$ cat config.mk
export PLATFORM = sky130hd
export DESIGN_NAME = hash_work_sched
export DESIGN_NICKNAME = d
export VERILOG_FILES = /design/src/rtl/hash_pkg.sv /design/src/rtl/hash_result_fifo.sv /design/src/rtl/hash_work_sched.sv
export SDC_FILE = /design/constraint.sdc
export NUM_CORES = 1
export LEC_CHECK = 0
export CAP_MARGIN = 20
export CORE_AREA = 3 3 341 343
export DETAILED_ROUTE_END_ITERATION = 6
export DIE_AREA = 0 0 344 346
export PLACE_DENSITY_LB_ADDON = 0.15
export SYNTH_ARGS = -nofsm -noshare
export SYNTH_HDL_FRONTEND = slang
export SYNTH_SLANG_ARGS = --single-unit
$ cat constraint.sdc
create_clock -name hash_clk -period 4 [get_ports hash_clk]
set_input_delay 0.4 -clock hash_clk [delete_from_list [all_inputs] [get_ports hash_clk]]
set_output_delay 0.4 -clock hash_clk [all_outputs]
set_load 0.02 [all_outputs]
$ cat src/rtl/hash_pkg.sv
`default_nettype none
// ============================================================================
//  Module      : hash_pkg
//  Description : Constants and types shared by the BLAKE work scheduler and
//                the hashcore (pipeline latency, bus widths, state encoding).
//  Revision    : 1.0 - initial release
// ============================================================================
package hash_pkg;

   // Core pipeline depth; hashcore subtracts the same value for its nonce fixup
   localparam int HASH_LATENCY = 130;

   localparam int MIDSTATE_W = 256;
   localparam int DATA_W     = 96;
   localparam int NONCE_W    = 32;

   typedef enum logic [1:0] {
      IDLE  = 2'd0,
      RUN   = 2'd1,
      DRAIN = 2'd2
   } sched_state_t;

endpackage : hash_pkg
`default_nettype wire

$ cat src/rtl/hash_result_fifo.sv
`default_nettype none
// ============================================================================
//  Module      : hash_result_fifo
//  Description : Small synchronous FIFO for golden-nonce results. A push while
//                full is accepted when a pop happens in the same cycle.
//                DEPTH must be a power of two, at least 2.
//  Revision    : 1.0 - initial release
// ============================================================================
module hash_result_fifo #(
   parameter int DEPTH = 4,
   parameter int WIDTH = 32
) (
   input  logic                     clk,
   input  logic                     rst_n,
   input  logic                     push,
   input  logic [WIDTH-1:0]         push_data,
   input  logic                     pop,
   output logic [WIDTH-1:0]         pop_data,
   output logic                     full,
   output logic                     empty,
   output logic [$clog2(DEPTH):0]   count
);

   localparam int PTR_W = $clog2(DEPTH);
   localparam int CNT_W = PTR_W + 1;

   logic [WIDTH-1:0] mem_q [DEPTH];
   logic [PTR_W-1:0] wr_ptr_q, wr_ptr_d;
   logic [PTR_W-1:0] rd_ptr_q, rd_ptr_d;
   logic [CNT_W-1:0] count_q, count_d;
   logic             do_push;
   logic             do_pop;

   assign full    = (count_q == CNT_W'(DEPTH));
   assign empty   = (count_q == '0);
   assign do_pop  = pop && !empty;
   assign do_push = push && (!full || do_pop);
   assign count   = count_q;
   // Head reads as zero when empty so the output never shows stale storage
   assign pop_data = empty ? '0 : mem_q[rd_ptr_q];

   // Pointer and occupancy update; pointers wrap naturally at DEPTH
   always_comb begin
      wr_ptr_d = wr_ptr_q;
      rd_ptr_d = rd_ptr_q;
      count_d  = count_q;
      if (do_push) wr_ptr_d = wr_ptr_q + PTR_W'(1);
      if (do_pop)  rd_ptr_d = rd_ptr_q + PTR_W'(1);
      case ({do_push, do_pop})
         2'b10:   count_d = count_q + CNT_W'(1);
         2'b01:   count_d = count_q - CNT_W'(1);
         default: count_d = count_q;
      endcase
   end

   // Control state registers, cleared by reset
   always_ff @(posedge clk or negedge rst_n) begin
      if (!rst_n) begin
         wr_ptr_q <= '0;
         rd_ptr_q <= '0;
         count_q  <= '0;
      end else begin
         wr_ptr_q <= wr_ptr_d;
         rd_ptr_q <= rd_ptr_d;
         count_q  <= count_d;
      end
   end

   // Storage array; contents are don't-care until written
   always_ff @(posedge clk) begin
      if (do_push) mem_q[wr_ptr_q] <= push_data;
   end

endmodule : hash_result_fifo
`default_nettype wire

$ cat src/rtl/hash_work_sched.sv
`default_nettype none
// ============================================================================
//  Module      : hash_work_sched
//  Description : Sequences one BLAKE hashcore: accepts a job, issues one nonce
//                per cycle over the job range, qualifies returning golden
//                nonces against pipeline blanking and the job range, and
//                queues qualified hits for the host side.
//  Revision    : 1.0 - initial release
// ============================================================================
module hash_work_sched
   import hash_pkg::*;
#(
   parameter int LATENCY    = HASH_LATENCY,
   parameter int FIFO_DEPTH = 4
) (
   input  logic                  hash_clk,
   input  logic                  reset_n,
   input  logic                  job_valid,
   output logic                  job_ready,
   input  logic [MIDSTATE_W-1:0] job_midstate,
   input  logic [DATA_W-1:0]     job_data,
   input  logic [NONCE_W-1:0]    job_nonce_start,
   input  logic [NONCE_W-1:0]    job_nonce_end,
   output logic [MIDSTATE_W-1:0] core_midstate,
   output logic [DATA_W-1:0]     core_data,
   output logic [NONCE_W-1:0]    core_nonce,
   input  logic                  core_match,
   input  logic [NONCE_W-1:0]    core_golden_nonce,
   output logic                  res_valid,
   input  logic                  res_ready,
   output logic [NONCE_W-1:0]    res_nonce,
   output logic                  busy,
   output logic                  job_done,
   output logic                  overflow
);

   localparam int               CNT_W      = $clog2(LATENCY + 2);
   localparam logic [CNT_W-1:0] CNT_RELOAD = CNT_W'(LATENCY + 1);
   localparam int               FCNT_W     = $clog2(FIFO_DEPTH) + 1;

   sched_state_t          state_q, state_d;
   logic [MIDSTATE_W-1:0] core_midstate_q, core_midstate_d;
   logic [DATA_W-1:0]     core_data_q, core_data_d;
   logic [NONCE_W-1:0]    core_nonce_q, core_nonce_d;
   logic [NONCE_W-1:0]    range_start_q, range_start_d;
   logic [NONCE_W-1:0]    range_end_q, range_end_d;
   logic [CNT_W-1:0]      blank_q, blank_d;
   logic [CNT_W-1:0]      drain_q, drain_d;
   logic                  job_done_q, job_done_d;
   logic                  overflow_q, overflow_d;

   logic                  accept;
   logic                  run_last;
   logic                  drain_last;
   logic                  hit_ok;
   logic                  fifo_pop;
   logic                  fifo_full;
   logic                  fifo_empty;
   logic [FCNT_W-1:0]     fifo_count;

   // The scheduler always takes a new job; an accept preempts any current one
   assign accept = job_valid;

   // ">=" also covers start > end, which collapses to a single nonce
   assign run_last   = (core_nonce_q >= range_end_q);
   assign drain_last = (drain_q <= CNT_W'(1));

   // Hits count only after the blanking window, inside the job range, with a job live
   assign hit_ok = core_match
                && (blank_q == '0)
                && (core_golden_nonce >= range_start_q)
                && (core_golden_nonce <= range_end_q)
                && (state_q != IDLE);

   assign fifo_pop = res_ready && !fifo_empty;

   // State register and datapath registers
   always_ff @(posedge hash_clk or negedge reset_n) begin
      if (!reset_n) begin
         state_q         <= IDLE;
         core_midstate_q <= '0;
         core_data_q     <= '0;
         core_nonce_q    <= '0;
         range_start_q   <= '0;
         range_end_q     <= '0;
         blank_q         <= '0;
         drain_q         <= '0;
         job_done_q      <= 1'b0;
         overflow_q      <= 1'b0;
      end else begin
         state_q         <= state_d;
         core_midstate_q <= core_midstate_d;
         core_data_q     <= core_data_d;
         core_nonce_q    <= core_nonce_d;
         range_start_q   <= range_start_d;
         range_end_q     <= range_end_d;
         blank_q         <= blank_d;
         drain_q         <= drain_d;
         job_done_q      <= job_done_d;
         overflow_q      <= overflow_d;
      end
   end

   // Next-state: accept wins, RUN ends on the last nonce, DRAIN ends when the counter empties
   always_comb begin
      state_d = state_q;
      if (accept) begin
         state_d = RUN;
      end else begin
         case (state_q)
            RUN:     if (run_last)   state_d = DRAIN;
            DRAIN:   if (drain_last) state_d = IDLE;
            default: state_d = state_q;
         endcase
      end
   end

   // Datapath: job load, nonce walk, blanking and drain counters, done pulse
   always_comb begin
      core_midstate_d = core_midstate_q;
      core_data_d     = core_data_q;
      core_nonce_d    = core_nonce_q;
      range_start_d   = range_start_q;
      range_end_d     = range_end_q;
      drain_d         = drain_q;
      job_done_d      = 1'b0;
      blank_d         = (blank_q != '0) ? (blank_q - CNT_W'(1)) : blank_q;
      overflow_d      = overflow_q | (hit_ok && fifo_full && !fifo_pop);

      if (accept) begin
         core_midstate_d = job_midstate;
         core_data_d     = job_data;
         core_nonce_d    = job_nonce_start;
         range_start_d   = job_nonce_start;
         range_end_d     = job_nonce_end;
         blank_d         = CNT_RELOAD;
         drain_d         = '0;
      end else begin
         case (state_q)
            RUN: begin
               if (run_last) drain_d      = CNT_RELOAD;
               else          core_nonce_d = core_nonce_q + NONCE_W'(1);
            end
            DRAIN: begin
               if (drain_q != '0) drain_d = drain_q - CNT_W'(1);
               if (drain_last)    job_done_d = 1'b1;
            end
            default: drain_d = drain_q;
         endcase
      end
   end

   // Outputs derived from state and registers
   always_comb begin
      job_ready     = 1'b1;
      busy          = (state_q != IDLE);
      core_midstate = core_midstate_q;
      core_data     = core_data_q;
      core_nonce    = core_nonce_q;
      job_done      = job_done_q;
      overflow      = overflow_q;
      res_valid     = (fifo_count != '0);
   end

   hash_result_fifo #(
      .DEPTH (FIFO_DEPTH),
      .WIDTH (NONCE_W)
   ) u_result_fifo (
      .clk       (hash_clk),
      .rst_n     (reset_n),
      .push      (hit_ok),
      .push_data (core_golden_nonce),
      .pop       (fifo_pop),
      .pop_data  (res_nonce),
      .full      (fifo_full),
      .empty     (fifo_empty),
      .count     (fifo_count)
   );

endmodule : hash_work_sched
`default_nettype wire
; ---- Word level (Yosys, flattened, before mapping)
; Memories as Yosys holds them, arrays and structs flattened.
; Cells that the tools add are included.
[word_totals]
n_memories = 1
output_inout_bits = 421
elab_cells = 81
mem_bits_rw = 128
in_bits = 453
ff_bits = 475
mem_bits_ro = 0
latch_bits = 0
[mem_list]
columns = memory, words, width, rd, rd_ports_with_merged_regs, wr, line_no
row1 = u_result_fifo.mem_q, 4, 32, 1, 0, 1, hash_result_fifo.sv:27  ; logic [WIDTH-1:0] mem_q [DEPTH];
[classes]
n_bitwise = 1
n_mul = 0
eq_ne = 9
div_mod_pow = 0
reduce_logical = 26
n_mux = 20
add_sub_neg = 7
shift = 0
n_lt_le_gt_ge = 4
[ops]
columns = op, n
row1 = 32-bit two-way mux, 4
row2 = 32-bit greater-or-equal comparator, 2
row3 = 8-bit two-way mux, 5
row4 = 32-bit by 1-bit adder with 32-bit output (second input constant), 1
row5 = 32-bit <= comparator, 1
row6 = 8-bit case mux with 2 select lines, 1
row7 = 8-bit nonzero test, 2
row8 = 8-bit by 1-bit subtractor with 8-bit output (second input constant), 2
row9 = 1-bit logical AND, 9
row10 = 3-bit != test (second input constant), 3
row11 = 8-bit by 1-bit <= comparator with 1-bit output (second input constant), 1
row12 = 8-bit logical NOT, 1
row13 = 2-bit nonzero test, 4
row14 = 2-bit two-way mux, 3
row15 = 3-bit case mux with 2 select lines, 1
row16 = 3-bit AND reduction, 2
row17 = 3-bit nonzero test, 2
row18 = 1-bit two-way mux, 5
row19 = 2-bit by 1-bit adder with 2-bit output (second input constant), 2
row20 = 2-bit by 1-bit == test with 1-bit output (second input constant), 2
row21 = 2-bit == test (second input constant), 2
row22 = 2-bit case mux with 2 select lines, 1
row23 = 3-bit by 1-bit adder with 3-bit output (second input constant), 1
row24 = 3-bit == test (second input constant), 1
row25 = other kinds (7), 9

; ---- Longest topological paths before layout
[depth]
depth_word = 8
ltp_mapped = 14
ltp_nobuf = 14

; ---- Cells and area by module
; A second synthesis with hierarchy kept.
[hier_totals]
cells_unflattened = 1832
area_unflattened_um2 = 25708.4
[by_module_without_submodules]
columns = module, instances, seq_area_each_um2, cells_each, area_per_inst_um2
row1 = hash_work_sched, 1, 11711.2, 1590, 20432.1
row2 = hash_result_fifo, 1, 4018.9, 242, 5276.3

; ---- Least setup slack after synthesis
; OpenSTA, ideal clock, no wires.
[synth_timing]
path_type = reg2reg
from = reg blank_q[0]
to = reg u_result_fifo.count_q[2], in the netlist u_result_fifo.count[2]
setup_ns = 0.064
arrival_time_ns = 3.168
required_time_ns = 3.936
path_buffers = 0
synth_period_minus_slack_ns = 3.233
slack_ns = 0.767
path_stages_with_launch = 14
cell_sequence = dfrtp_1 -> inv_1 -> ha_1 -> or4b_4 -> and4b_1 -> and4_1 -> a41oi_1 -> a31o_1 -> nor2_4 -> nor2_1 -> fa_1 -> or4_1 -> mux2i_1 -> or3_1
[synth_between]
elab_chain_len = 8
elab_cells_between_ends = 10
classes_between = eq/ne (2) / mux (1) / reduce/logical (7)
[synth_rtl]
columns = item, line_no
row1 = from (decl), hash_work_sched.sv:47  ; logic [CNT_W-1:0] blank_q, blank_d;
row2 = from (signal assigned), hash_work_sched.sv:97  ; blank_q <= blank_d;
row3 = 8-bit logical NOT *, hash_work_sched.sv:70  ; && (blank_q == '0)
row4 = 1-bit logical AND *, hash_work_sched.sv:70
row5 = 1-bit logical AND *, hash_work_sched.sv:71  ; && (core_golden_nonce >= range_start_q)
row6 = 1-bit logical AND *, hash_work_sched.sv:72  ; && (core_golden_nonce <= range_end_q)
row7 = 1-bit logical AND *, hash_work_sched.sv:73  ; && (state_q != IDLE);
row8 = 1-bit logical AND *, hash_result_fifo.sv:37  ; assign do_push = push && (!full || do_pop);
row9 = 2-bit by 1-bit == test with 1-bit output or 2-bit == test (tied branches), hash_result_fifo.sv:49  ; case ({do_push, do_pop})
row10 = 3-bit case mux with 2 select lines or 2-bit nonzero test (tied branches), n/a
row11 = to (signal assigned), hash_result_fifo.sv:65  ; count_q <= count_d;
row12 = to (decl), hash_result_fifo.sv:30  ; logic [CNT_W-1:0] count_q, count_d;
; Every way passes the cells marked *; elsewhere a longest branch is shown, timed or not.
; A chain may end at the register's enable or synchronous reset.

; ---- Final worst setup path
; Same ends and word-level chain as after synthesis.

==> results.sh <==
export IMPL_ys_async_sr_fraction=0.788
export IMPL_root_buffer="clkbuf_16"
export IMPL_switching_share=0.301
export IMPL_synth_top_area_share=0.464
export IMPL_dp_hpwl_microns=91800
export IMPL_tightest_slew_ns=0.866
export IMPL_ios=874
export IMPL_ys_types=66
export IMPL_wire_per_inst_microns=26.7
export IMPL_clock_latency_ns=0.64
export IMPL_layout_common_cells="clkdlybuf4s50_1 (870), dfrtp_1 (474), mux2_2 (356)"
export IMPL_drc_errors=0
export IMPL_hold_start="job_valid"
export IMPL_clock_sink_count=603
export IMPL_postRouteAntennaNets=0
export IMPL_cp_end_kind="register"
export IMPL_status="finished clean"
export IMPL_clk_pin_slew_ns=0.07
export IMPL_seqPwrFrac=0.373
export IMPL_timing_fmax_mhz=280
export IMPL_syn_nets=2370
export IMPL_vias_per_cell=4.39
export IMPL_synth_edf_count=128
export IMPL_r2r_slack_ns=0.43
export IMPL_start_kind="register"
export IMPL_die_h_microns=346
export IMPL_ff2ff_path_depth=13
export IMPL_final_common_cell="clkdlybuf4s50_1"
export IMPL_slew_viol_final=0
export IMPL_grt_pass1_wl_microns=161000
export IMPL_vias=19100
export IMPL_max_stage_delay_ns=0.54
export IMPL_rr_endpoint="u_result_fifo.count[2]"
export IMPL_arrival_ns=4.14
export IMPL_die_w_microns=344
export IMPL_drt_iter0_drc=1136
export IMPL_ys_top_cells_by_area="dfrtp_1 (46%), mux2_2 (16%), edfxtp_1 (15%)"
export IMPL_path_cells="inv_1 -> ha_1 -> or4b_4 -> and4b_1 -> and4_1 -> a41oi_1 -> a31o_1 -> nor2_4 -> nor2_1 -> fa_1 -> or4_1 -> mux2i_1 -> or3_1"
export IMPL_p_comb_frac=0.260
export IMPL_totalWireLength_microns=116000
export IMPL_p_clk_frac=0.367
export IMPL_max_slew_margin=0.423
export IMPL_ctsHtreeMaxLevel=3
export IMPL_synthCells=1812
export IMPL_critPathKind="register to register"
export IMPL_grt_usage=0.191
export IMPL_ir_drop_v=0.000278
export IMPL_cts_buffers=77
export IMPL_first_global_vias=20700
export IMPL_switching_power_w=0.00577
export IMPL_setup_tns_ns=0
export IMPL_rr_startpoint="blank_q[0]"
export IMPL_worstHoldPathType="primary input to register"
export IMPL_io_buffer_count=872
export IMPL_power_total_w=0.0192
export IMPL_finalHoldViolCount=0
export IMPL_period_minus_slack_ns=3.57
export IMPL_p_int_w=0.0134
export IMPL_path_buf_inv=1
export IMPL_cp_required_ns=4.57
export IMPL_synth_main_ff_cell="dfrtp_1"
export IMPL_setup_viol=0
export IMPL_syn2layout_area_growth_pct=53.3
export IMPL_dp_slack_ns=-0.146
export IMPL_gp_congestion=0.862
export IMPL_fin_nets=3311
export IMPL_syn_area_sq_um=25600
export IMPL_cts_max_path_buffers=3
export IMPL_slowest_stage="or4_1"
export IMPL_whs_path_depth=2
export IMPL_std_cell_rows=124
export IMPL_cts_tree="built"
export IMPL_grt_overflow=0
export IMPL_crit_family="simple AND/OR/NAND/NOR gates"
export IMPL_grt_max_degree=112
export IMPL_period_share=0.893
export IMPL_yosysSeqAreaShare=0.615
export IMPL_rsz0062_at_grt="no"
export IMPL_core_sq_um=114000
export IMPL_synth_avg_cell_area_sq_um=14.1
export IMPL_whs_endpoint="blank_q[4]"
export IMPL_power_density_nw_per_um2=489
export IMPL_worst_slack_ns=0.430
export IMPL_drtPass1Iterations=5
export IMPL_leakage_nw=15.7
export IMPL_fin_skew_ns=0.0281
export IMPL_maxCapViolCount=0
export IMPL_drive_gt1_frac=0.208
export IMPL_synth_top_area_cell="dfrtp_1"
export IMPL_crit_path_max_fanout=5
export IMPL_initial_core_util=0.225
export IMPL_antenna_found_initial=62
export IMPL_synth_warnings=0
export IMPL_dieArea_sq_um=119000
export IMPL_ys_ff_latch=603
[through the flow]
step	util	hold WS, ns	area [sq um]	cells
floorplan	-	0.104	25600	1812
global placement	0.322	0.489	36700	4185
detailed placement	0.322	0.494	36700	4185
global route	0.344	0.297	39200	4330
finish	0.345	0.286	39200	4341
CTS	0.344	0.211	39200	4327
[area by class of cell]
class                   instances  area [sq um]
repair buffers                941          9480
inverters                      88           330
well taps                    1512          1890
multi-input cells            1042          9240
clock buffers                 113          2240
flip-flops and latches        603         15700
fillers                     11200         74600
diodes                         14          35.0
clock inverters                28           288
[Yosys cell counts, drive strengths merged (3+ instances only)]
| master | instances |
|---|---|
| xnor2 | 22 |
| mux2 | 356 |
| o21a | 5 |
| and3 | 14 |
| a221o | 4 |
| nand2 | 101 |
| nor3 | 21 |
| nor2 | 33 |
| nand4 | 30 |
| buf | 11 |
| nand2b | 9 |
| o211ai | 6 |
| ha | 104 |
| nand3 | 22 |
| a211oi | 5 |
| or2 | 3 |
| a221oi | 3 |
| and4 | 4 |
| a21o | 16 |
| a21oi | 39 |
| nor4 | 12 |
| clkbuf | 68 |
| mux4 | 32 |
| dfrtp | 475 |
| and2 | 3 |
| inv | 88 |
| nor2b | 35 |
| or4 | 3 |
| o21ai | 109 |
| xor2 | 16 |
| a311oi | 3 |
| edfxtp | 128 |
[routing by layer]
layer  up-vias  GRT usage  wire, microns
met1      9655      0.224          43500
met4        18     0.0395           2140
met5         -          0            106
met3       167     0.0803          13300
li1       8440          -              -
met2       774      0.326          56900
[worst max-delay path by stage]
| stage | cells after the start | startpoint | end |
|---|---|---|---|
| after global routing | 13 | blank_q[0] | u_result_fifo.count[2] |
| after CTS | 13 | blank_q[0] | u_result_fifo.count[2] |
| final | 13 | blank_q[0] | u_result_fifo.count[2] |
| after floorplan | 13 | blank_q[0] | u_result_fifo.count[2] |
| after global placement | 15 | core_golden_nonce[0] | u_result_fifo.count[1] |
| after detailed placement | 15 | core_golden_nonce[0] | u_result_fifo.count[1] |
[sequential cells by signal (all words and copies together), names as in the netlist]
name	flops
u_result_fifo.mem_q	128
range_end_q	32
core_midstate	256
drain_q	8
u_result_fifo.count	3
core_data	96
job_done	1
blank_q	8
state_q	2
u_result_fifo.wr_ptr_q	2
range_start_q	32
u_result_fifo.rd_ptr_q	2
core_nonce	32
overflow	1
[power by group through the flow]
stage	Clock, W	Combinational (W)	Sequential [W]
6_report	0.00704	0.00499	0.00714
5_1_grt	0.00755	0.00535	0.00722
4_1_cts	0.00730	0.00509	0.00715
3_5_place_dp	0	0.00506	0.00724
3_3_place_gp	0	0.00503	0.00723
2_1_floorplan	0	0.00192	0.00764
[repair_timing]
item | CTS | global route
setup buffers | 0 | 0
endpoints found under the hold margin | 68 | 0
hold buffers | 1 | 0
setup endpoints to repair | 0 | 0
gates resized for setup | 0 | 0
[kinds of logic (layout without fill, tap and decap cells)]
kind of cell / Yosys count / count (layout) / synth area share
AO/OA/AOI/OAI: 208 / 208 / 0.0485
XOR/XNOR: 38 / 38 / 0.0130
adder cells (fa/ha/maj): 105 / 105 / 0.0516
buffers and inverters: 167 / 1170 / 0.0247
flip-flops: 603 / 603 / 0.615
multiplexers: 390 / 390 / 0.186
other: 1 / 15 / 0.000147
AND/OR/NAND/NOR: 300 / 300 / 0.0619
Power figures use the tool's default switching activity.
==> RTL change 1 (same flow settings) <==
Set the package constant `NONCE_W` to 16 (it was 32).
--- a/src/rtl/hash_pkg.sv
+++ b/src/rtl/hash_pkg.sv
@@ -12,7 +12,7 @@
 
    localparam int MIDSTATE_W = 256;
    localparam int DATA_W     = 96;
-   localparam int NONCE_W    = 32;
+   localparam int NONCE_W    = 16;
 
    typedef enum logic [1:0] {
       IDLE  = 2'd0,
Interface: changed (5 resized); port bits go from 874 to 794. No check against the original RTL was run, so the function may have changed too.
==> RTL change 1 against the original RTL <==
Setup slack better by 0.099 ns; synthesized cell count fell by 24%; clock power decreased by 17%; first-iteration DRC count is 53% lower; design area down 18%; synthesized area down 21%; total power is 18% lower; wire length is 31% lower; sequential cell count fell by 112; highest routed layer unchanged.
==> RTL change 1: results (changes against the original RTL) <==
Detailed routing
  – Detailed Route Iter0 Violations: 535 (was 1136)
  – Via density: 3.85 (was 4.39)
  – Drt pass-1 iters: 7 (was 5)
  – Wire per inst: 21.3 microns (was 26.7 microns)

Pwr
  – Leak: 12.7 nW (was 15.7 nW)
  – Worst vdd ir: 250 uV (was 278 uV)

Logic synthesis
  – Seq/Total Area, Yosys: 0.623 (was 0.615)
  – Synth unique cells: 75 (was 66)
  – Post-synth top cells: dfrtp_1, mux2_2, edfxtp_1, ha_1, nand2_1 (unchanged)
  – Post-synth EDFFs: 64 (was 128)
  – Post-Syn Instances: 1369 (was 1812)
  – Ys async rst share: 0.870 (was 0.788)
  – Net Count, Synth: 1831 (was 2370)
  – Synth area leaders: dfrtp_1, mux2_2, edfxtp_1 (unchanged)

Placed design
  – Routability cong.: 0.782 (was 0.862)
  – Hpwl dp: 61400 microns (was 91800 microns)
  – Post-Place Cell Area: 0.0301 sq mm (was 0.0367 sq mm)
  – Placed cells: 3636 (was 4185)
  – Place WS: -0.0802 ns (was -0.146 ns)
  – IO Port Bufs: 792 (was 872)

Setup path
  – Reg2reg path depth: 12 (was 13)
  – FF-to-FF End: u_result_fifo.count[1] (was u_result_fifo.count[2])
  – Crit path arrival time: 3.96 ns (was 4.14 ns)

GRT
  – Initial antenna violation count: 15 (was 62)
  – Number of global-route vias before repair: 15900 (was 20700)
  – First-pass GRT wire length: 114000 microns (was 161000 microns)
  – GRT Util Overall: 0.132 (was 0.191)

Cells and area
  – Util after Layout: 0.283 (was 0.345)
  – Final #Nets: 2655 (was 3311)
  – Fill cells: 11700 (was 11200)
  – Finished Layout Cells: 3766 (was 4341)

Hold path
  – Hold path depth: 3 (was 2)

STA
  – Worst Clk Skew: 0.0253 ns (was 0.0281 ns)
  – Slew HR: 0.390 (was 0.423)

CTS
  – Worst-path clk slew: 0.06 ns
  – Worst-Skew Late Latency: 0.62 ns (was 0.64 ns)
  – Total CTS buffers: 66 (was 77)

Outcome
  – Outcome: completed (unchanged)
## RTL change 1: repair_timing
item,4_1_cts,5_1_grt
endpoints found under the hold margin,76,0
setup endpoints to repair,0,0
hold buffers,1,0
## RTL change 1: per-layer routing
metal,share of wire,global-route usage
met5,0.00020,0
met2,0.52,0.233
met3,0.059,0.0363
met1,0.39,0.152
met4,0.030,0.0460
## RTL change 1: logic make-up after synthesis
logic type,share of synthesized area
AO/OA/AOI/OAI,0.0473
XOR/XNOR,0.0108
adder cells (fa/ha/maj),0.0356
buffers and inverters,0.0212
flip-flops,0.623
multiplexers,0.218
other,0.000185
AND/OR/NAND/NOR,0.0444
## RTL change 1: critical path, cell delays in order (launching register included)
cell and delay (ns):
dfrtp_1 0.38, inv_1 0.09, ha_1 0.17, or4b_4 0.51
nor3_4 0.32, nand3_1 0.13, o41a_4 0.42, nor2_8 0.10
nor2_1 0.06, fa_1 0.47, or2_2 0.29, mux2_1 0.29
o2111a_1 0.13
## RTL change 1: power by group through the flow
stage	combinational, mW	sequential, mW	clock, mW
3_3_place_gp	4.08	5.98	0
2_1_floorplan	1.53	6.36	0
3_5_place_dp	4.10	5.99	0
6_report	4.02	5.90	5.81
5_1_grt	4.32	5.98	6.27
4_1_cts	4.11	5.91	6.08
## RTL change 1: worst min path at each step
stage	end	from	slack, ns
4_1_cts	range_end_q[2]	job_nonce_end[2]	0.29
6_report	range_end_q[2]	job_nonce_end[2]	0.36
3_5_place_dp	core_midstate[42]	core_midstate[42]	0.49
3_3_place_gp	core_data[32]	core_data[32]	0.49
5_1_grt	core_midstate[100]	job_midstate[100]	0.34
2_1_floorplan	blank_q[0]	reset_n	0.10
## RTL change 1: area by class of cell
cell class | instances | share of cell area
timing repair buffer | 819 | 0.256
clock inverter | 29 | 0.00830
multi-input combinational | 769 | 0.223
antenna | 9 | 0.000698
sequential | 491 | 0.391
inverter | 46 | 0.00535
tap | 1512 | 0.0587
clock buffer | 91 | 0.0570
==> RTL change 2 (config.mk and constraints unchanged) <==
Made on the original files. `core_data_q` no longer has a reset.
--- a/src/rtl/hash_work_sched.sv
+++ b/src/rtl/hash_work_sched.sv
@@ -79,7 +79,6 @@
       if (!reset_n) begin
          state_q         <= IDLE;
          core_midstate_q <= '0;
-         core_data_q     <= '0;
          core_nonce_q    <= '0;
          range_start_q   <= '0;
          range_end_q     <= '0;
@@ -90,7 +89,6 @@
       end else begin
          state_q         <= state_d;
          core_midstate_q <= core_midstate_d;
-         core_data_q     <= core_data_d;
          core_nonce_q    <= core_nonce_d;
          range_start_q   <= range_start_d;
          range_end_q     <= range_end_d;
@@ -99,6 +97,10 @@
          job_done_q      <= job_done_d;
          overflow_q      <= overflow_d;
       end
+   end
+
+   always_ff @(posedge hash_clk) begin
+      core_data_q <= core_data_d;
    end
 
    // Next-state: accept wins, RUN ends on the last nonce, DRAIN ends when the counter empties
Formal check against the unedited RTL: not equivalent (Yosys sat finds a counterexample within 4 cycles, from zero or initial values and one cycle with reset_n low).
==> RTL change 2 against the original RTL <==
Hold slack worse by 0.10 ns; wire length down 15%; global-route usage down 2.9 points; total power up 0.58%; synthesized area down 1.5%; sequential cell count unchanged; setup slack better by 0.036 ns; design area down 0.82%; highest routed layer unchanged.
==> RTL change 2: results (changes against the original RTL) <==
Cells and area
  – Layout cells sized above 1: 0.177 (was 0.208)
  – Final #Nets: 3280 (was 3311)
  – Util after Layout: 0.342 (was 0.345)
  – Largest register FFs: 256 (unchanged)
  – Fill cells: 11200 (about the same)

CTS
  – Worst-Skew Late Latency: 0.64 ns (about the same)
  – Root Buffer: clkbuf_16 (unchanged)
  – Worst-path clk slew: 0.05 ns (was 0.07 ns)
  – Max Buffers Root-to-Sink: 3 (unchanged)
  – CTS HTree Levels: 3 (unchanged)
  – Postcts setup bufs: 0 (unchanged)
  – Total CTS buffers: 79 (was 77)

GRT
  – First-pass GRT wire length: 142000 microns (was 161000 microns)
  – Number of global-route vias before repair: 20300 (was 20700)
  – Initial antenna violation count: 39 (was 62)
  – Largest net degree at the start of global routing: 133 (was 112)
  – GRT Util Overall: 0.163 (was 0.191)

Setup path
  – Slowest stage delay, CP: 0.54 ns (about the same)
  – Slowest stage cell, crit path: fa_1 (was or4_1)
  – Crit-path max FO: 5 (unchanged)
  – Crit path arrival time: 4.04 ns (was 4.14 ns)

Placed design
  – Hpwl dp: 76600 microns (was 91800 microns)
  – Routability cong.: 0.828 (was 0.862)
  – Place WS: -0.0824 ns (was -0.146 ns)
  – Post-Place Cell Area: 0.0362 sq mm (was 0.0367 sq mm)
  – IO Port Bufs: 872 (unchanged)

STA
  – Worst Clk Skew: 0.0189 ns (was 0.0281 ns)
  – Least-Margin Pin Slew: 0.811 ns (was 0.866 ns)

Logic synthesis
  – Synth unique cells: 69 (was 66)
  – Synth area leaders: dfrtp_1, edfxtp_1, mux2_2 (was dfrtp_1, mux2_2, edfxtp_1)
  – Ys async rst share: 0.629 (was 0.788)
  – Post-synth top cells: dfrtp_1, mux2_2, edfxtp_1, nand2_1, ha_1 (was dfrtp_1, mux2_2, edfxtp_1, ha_1, nand2_1)
  – Seq/Total Area, Yosys: 0.643 (was 0.615)
  – Yosys warnings: 0 (unchanged)
  – Net Count, Synth: 2334 (was 2370)
  – Post-synth top flop: dfrtp_1 (unchanged)
  – Post-synth EDFFs: 224 (was 128)

Detailed routing
  – Detailed Route WL: 98700 microns (was 116000 microns)
  – Drt pass-1 iters: 5 (unchanged)
  – Total number of vias: 18500 (was 19100)
  – Detailed Route Iter0 Violations: 819 (was 1136)

Pwr
  – Worst vdd ir: 319 uV (was 278 uV)
  – Leak: 15.3 nW (was 15.7 nW)

Hold path
  – HP Class: input pin to register (unchanged)

Outcome
  – Outcome: completed (unchanged)
==> RTL change 2: layout make-up <==
class	count	area share
sequential	603	0.417
timing repair buffer	937	0.241
multi-input combinational	1004	0.215
clock buffer	103	0.0566
tap	1512	0.0486
clock inverter	41	0.0116
inverter	97	0.00936
antenna	10	0.000643
==> RTL change 2: logic make-up after synthesis <==
group | count (synthesis) | share of synthesized area
AO/OA/AOI/OAI | 233 | 0.0572
flip-flops | 603 | 0.643
XOR/XNOR | 11 | 0.00382
multiplexers | 296 | 0.146
adder cells (fa/ha/maj) | 105 | 0.0524
buffers and inverters | 169 | 0.0256
AND/OR/NAND/NOR | 358 | 0.0716
other | 1 | 0.000149
==> RTL change 2: metal layers <==
layer,part of all wire,GRT usage,up-vias
li1,-,-,8396
met1,0.35,0.169,9200
met2,0.53,0.300,714
met3,0.088,0.0597,194
met4,0.032,0.0518,4
met5,0.00027,0,-
==> RTL change 2: critical path: cells and delay by family, from the launching register on <==
family          cells  cell delay (ns)
flops               1             0.41
fa+ha+maj           1             0.54
simple gates        6             1.46
compound gates      4             0.99
==> RTL change 2: worst paths after layout <==
| kind | to | start | cells after the start | slack [ns] |
|---|---|---|---|---|
| min reg2reg | u_result_fifo.rd_ptr_q[1] | u_result_fifo.rd_ptr_q[1] | 1 | 0.47 |
| max reg2reg | u_result_fifo.count[1] | blank_q[4] | 11 | 0.47 |
| min | core_data[26] | job_valid | 1 | 0.18 |
| max in group asynchronous | core_midstate[212] | reset_n | 3 | 2.67 |
| min in group asynchronous | core_midstate[115] | reset_n | 2 | 0.37 |
| max | u_result_fifo.count[1] | blank_q[4] | 11 | 0.47 |
==> RTL change 2: timing repair <==
item                                   CTS  global route
endpoints found under the hold margin   82             0
resized for setup                        0             0
hold buffers                             1             0
==> RTL change 2: where the power goes <==
part,switching [mW],total [mW],internal (mW)
registers,0.345,7.25,6.91
logic,2.42,4.80,2.38
clock network,2.87,7.23,4.36
total,5.64,19.3,13.6
==> RTL change 2: metrics by stage <==
step / setup TNS, ns / std cells / power, mW
final: 0 / 4307 / 19.3
after global routing: 0 / 4306 / 20.2
after CTS: 0 / 4297 / 19.7
after detailed placement: -0.0824 / 4152 / 12.3
after global placement: -3.72 / 4152 / 12.2
after floorplan: -20.40 / 1776 / 9.61
